[src/rtl/rx_arq_receiver.sv]
// Alternating-bit ARQ receiver: parity/sequence check of each frame, ACK/NACK
// handshake, and a small receive FIFO drained by the consumer.
module rx_arq_receiver #(
  parameter int DATA_WIDTH = 4,
  parameter int DEPTH      = 4
) (
  input  logic                  clk,
  input  logic                  rst_n,
  input  logic                  rx_valid,
  input  logic [DATA_WIDTH-1:0] rx_data,
  input  logic                  rx_parity,
  input  logic                  rx_seq,
  input  logic                  rd_en,
  output logic                  rx_ready,
  output logic                  ack,
  output logic                  nack,
  output logic                  dup,
  output logic [DATA_WIDTH-1:0] rd_data,
  output logic                  rd_valid,
  output logic                  empty,
  output logic                  full,
  output logic [3:0]            err_cnt
);

  localparam int AW = (DEPTH > 1) ? $clog2(DEPTH) : 1;
  localparam int CW = $clog2(DEPTH) + 1;

  typedef enum logic [1:0] {IDLE, CHECK, ACK, NACK} state_t;

  state_t                state;
  logic [DATA_WIDTH-1:0] cap_data;
  logic                  cap_parity;
  logic                  cap_seq;
  logic                  exp_seq;
  logic [DATA_WIDTH-1:0] fifo [DEPTH];
  logic [AW-1:0]         wr_ptr;
  logic [AW-1:0]         rd_ptr;
  logic [CW-1:0]         count;
  logic                  dup_q;
  logic                  par_err;
  logic                  is_dup;
  logic                  do_wr;
  logic                  do_rd;

  always_comb begin
    empty   = (count == '0);
    full    = (count == CW'(DEPTH));
    par_err = ^{cap_data, cap_parity};
    is_dup  = (cap_seq != exp_seq);
    // full is taken from the pre-edge count, so a same-cycle read never admits the write
    do_wr   = (state == CHECK) && !par_err && !full && !is_dup;
    do_rd   = rd_en && !empty;
  end

  assign rx_ready = (state == IDLE);
  assign ack      = (state == ACK);
  assign nack     = (state == NACK);
  assign dup      = dup_q;

  always_ff @(posedge clk or negedge rst_n) begin
    if (!rst_n) begin
      state      <= IDLE;
      cap_data   <= '0;
      cap_parity <= 1'b0;
      cap_seq    <= 1'b0;
      exp_seq    <= 1'b0;
      dup_q      <= 1'b0;
      err_cnt    <= '0;
    end else begin
      dup_q <= 1'b0;
      case (state)
        IDLE: begin
          if (rx_valid) begin
            cap_data   <= rx_data;
            cap_parity <= rx_parity;
            cap_seq    <= rx_seq;
            state      <= CHECK;
          end
        end
        CHECK: begin
          if (par_err) begin
            state <= NACK;
            if (err_cnt != 4'hF) err_cnt <= err_cnt + 4'd1;
          end else if (is_dup) begin
            state <= ACK;
            dup_q <= 1'b1;
          end else if (full) begin
            state <= NACK;
          end else begin
            state   <= ACK;
            exp_seq <= ~exp_seq;
          end
        end
        default: state <= IDLE;
      endcase
    end
  end

  always_ff @(posedge clk or negedge rst_n) begin
    if (!rst_n) begin
      wr_ptr   <= '0;
      rd_ptr   <= '0;
      count    <= '0;
      rd_data  <= '0;
      rd_valid <= 1'b0;
    end else begin
      rd_valid <= do_rd;
      if (do_wr) wr_ptr <= (wr_ptr == AW'(DEPTH - 1)) ? '0 : wr_ptr + AW'(1);
      if (do_rd) begin
        rd_data <= fifo[rd_ptr];
        rd_ptr  <= (rd_ptr == AW'(DEPTH - 1)) ? '0 : rd_ptr + AW'(1);
      end
      case ({do_wr, do_rd})
        2'b10:   count <= count + CW'(1);
        2'b01:   count <= count - CW'(1);
        default: count <= count;
      endcase
    end
  end

  always_ff @(posedge clk) begin
    if (do_wr) fifo[wr_ptr] <= cap_data;
  end

endmodule

[config.mk]
export PLATFORM = sky130hd
export DESIGN_NAME = rx_arq_receiver
export DESIGN_NICKNAME = d
export VERILOG_FILES = /design/src/rtl/rx_arq_receiver.sv
export SDC_FILE = /design/constraint.sdc
export NUM_CORES = 1
export LEC_CHECK = 0
export ABC_AREA = 0
export CORE_MARGIN = 2
export CORE_UTILIZATION = 45
export DETAILED_ROUTE_END_ITERATION = 8
export DONT_BUFFER_PORTS = 1
export GPL_TIMING_DRIVEN = 0
export SLEW_MARGIN = 15
export SYNTH_ARGS = -nofsm -noshare
export SYNTH_HDL_FRONTEND = slang
export SYNTH_SLANG_ARGS = --single-unit
[constraint.sdc]
create_clock -name clk -period 7.6 [get_ports clk]
set_input_delay 0.76 -clock clk [delete_from_list [all_inputs] [get_ports clk]]
set_output_delay 0.76 -clock clk [all_outputs]
set_load 0.05 [all_outputs]
==> results.json <==
{
  "crit_path_start_kind": "register",
  "cts_tree": "done",
  "period_share_pct": 34.6,
  "worst_r2r_path_depth": 11,
  "area_growth_pct": 10.3,
  "vias": 883,
  "cap_viol_max_count": 0,
  "final-hold-violation-count": 0,
  "io_pins": 25,
  "dp_hpwl_um": 1950,
  "grt_pass1_vias": 927,
  "nNetsFinal": 145,
  "antenna_left": 0,
  "synth_area_mm2": 0.00183,
  "drc": 0,
  "skew_ps": 5.19,
  "path_max_fanout": 7,
  "synth_top_cell_by_area": "dfrtp_1",
  "setup_tns_ps": 0,
  "die_y_um": 67.8,
  "clockRootBuffer": "clkbuf_8",
  "multi_input_area_um2": 658,
  "drive_above_1_share_pct": 27.3,
  "routed_wl_um": 2700,
  "globalplace.congestion": 0.682,
  "grt_use_total_pct": 13.7,
  "die_w_um": 67.8,
  "ys_ff_latch": 42,
  "grt_max_degree": 27,
  "die_area_mm2": 0.00460,
  "yosysSeqAreaShare_pct": 61.7,
  "cp.required_ps": 7820,
  "drt_iter0_drc": 53,
  "hold_ws_ps": 154,
  "r2r_start": "count[0]$_DFFE_PN0P_",
  "overflow": 0,
  "final_common_cell": "dfrtp_1",
  "status": "complete, no violations",
  "grt_pass1_wl_um": 4430,
  "insertion_delay_ps": 290,
  "setup_viol": 0,
  "crit_type": "register to register",
  "max_freq_mhz": 380,
  "avgSynthCellArea_um2": 15.5,
  "finalCriticalPeriod_ps": 2630,
  "first_pass_iters": 4,
  "htree_levels": 2,
  "antenna_found_initial": 0,
  "rsz0062_at_grt": "no",
  "yosys.area.top_type_share_pct": 35.5,
  "syn-num-nets": 136,
  "start_util_pct": 46.2,
  "synthTopCellsByArea": "dfrtp_1, edfxtp_1, mux2_2",
  "port-buffer-count": 0,
  "core_area_mm2": 0.00397,
  "ys_types": 30,
  "cts_hold_buf": 0,
  "post-route-util_pct": 50.9,
  "wl_per_cell_um": 15.2,
  "worstMarginPinSlew_ps": 934,
  "cp-end-kind": "register",
  "via_per_inst": 4.96,
  "hold_class": "input port to async pin",
  "cts_setup_buffers": 0,
  "rrSetupSlack_ps": 4970,
  "clock_path_buffers": 2,
  "cts_resized": 0,
  "final_cell_mix": "dfrtp_1, edfxtp_1, mux2_2",
  "syn-instance-count": 118,
  "clk_pin_slew_worst_paths_ps": 80,
  "cts_num_sinks": 42,
  "maxSlewViolCount": 0,
  "antennaDiodeCount": 0,
  "fillers": 348,
  "max_slew_margin_pct": 37.6,
  "fp-row-count": 23,
  "worstPathArrival_ps": 2850,
  "r2r-end": "count[2]$_DFFE_PN0P_",
  "register_area_mm2": 0.00113,
  "ys_warn_count": 0,
  "cts_buffers": 5
}
==> layout make-up <==
type                    count  share of cell area, %
flip-flops and latches     42                   55.9
clock inverters             2                   1.86
multi-input cells          65                   32.5
inverters                   7                   1.30
clock buffers               6                   3.59
well taps                  50                   3.09
plain buffers               4                   1.11
repair buffers              2                  0.557
==> cells in the mapped netlist (all sizes together) <==
master / count
xnor2: 5
nand2b: 1
nand3: 2
and2: 6
mux2i: 1
a311oi: 1
and3: 1
ha: 7
nor2: 5
mux2: 14
clkbuf: 3
nor3b: 1
and3b: 1
and4b: 1
inv: 7
buf: 1
nor3: 3
mux4: 4
xor2: 5
edfxtp: 16
dfrtp: 26
xnor3: 1
fa: 1
nand2: 2
a21o: 1
nor2b: 2
==> metrics by stage <==
stage               cells  instance area, um^2  setup WS (ps)
floorplan             118                 1830           4650
global placement      168                 1900           4430
detailed placement    170                 1910           4990
CTS                   178                 2020           4970
global route          178                 2020           4800
finish                178                 2020           4970
==> logic make-up after synthesis <==
kind of cell    after synthesis  share of synthesized area (%)
buf+inv                      11                           2.66
compound gates                2                          0.888
fa+ha+maj                     8                           5.87
simple gates                 25                           7.99
flops                        42                           61.7
mux                          19                           14.5
xor+xnor                     11                           6.42
==> routing by layer <==
metal  global-route usage [%]  vias to the layer above  wire length, um
met4                     6.00                        0               51
li1                         -                      428                -
met3                     5.76                        5              136
met5                        0                        -                0
met1                     16.3                      429             1210
met2                     21.7                       21             1310
==> worst max path at each step <==
stage                                    start                   end  cells past startpoint
after CTS                 count[0]$_DFFE_PN0P_  count[2]$_DFFE_PN0P_                     11
after detailed placement  count[0]$_DFFE_PN0P_  count[2]$_DFFE_PN0P_                     11
final                     count[0]$_DFFE_PN0P_  count[2]$_DFFE_PN0P_                     11
after global placement    count[2]$_DFFE_PN0P_  count[2]$_DFFE_PN0P_                     10
after floorplan           count[2]$_DFFE_PN0P_  count[2]$_DFFE_PN0P_                     10
after global routing      count[1]$_DFFE_PN0P_  count[2]$_DFFE_PN0P_                     11
==> flip-flops by register name, summed over array words and instances, names as in the netlist <==
signal and count:
fifo 16, cap_data 4, rd_valid 1, cap_parity 1, state 2, rd_ptr 2, rd_data 4, wr_ptr 2
cap_seq 1, exp_seq 1, count 3, dup 1, err_cnt 4
==> worst max-delay path, stage by stage, from the launching register on <==
cell,delay (ps)
dfrtp_1,420
inv_1,100
and3_1,550
and4b_1,270
buf_6,130
inv_2,60
ha_1,170
inv_1,60
fa_1,370
xor2_1,150
nor2_1,130
xor2_1,160
Power is left out: the tool's default activity adds up to more than one toggle a clock period on the data nets, which glitch-free logic cannot reach.
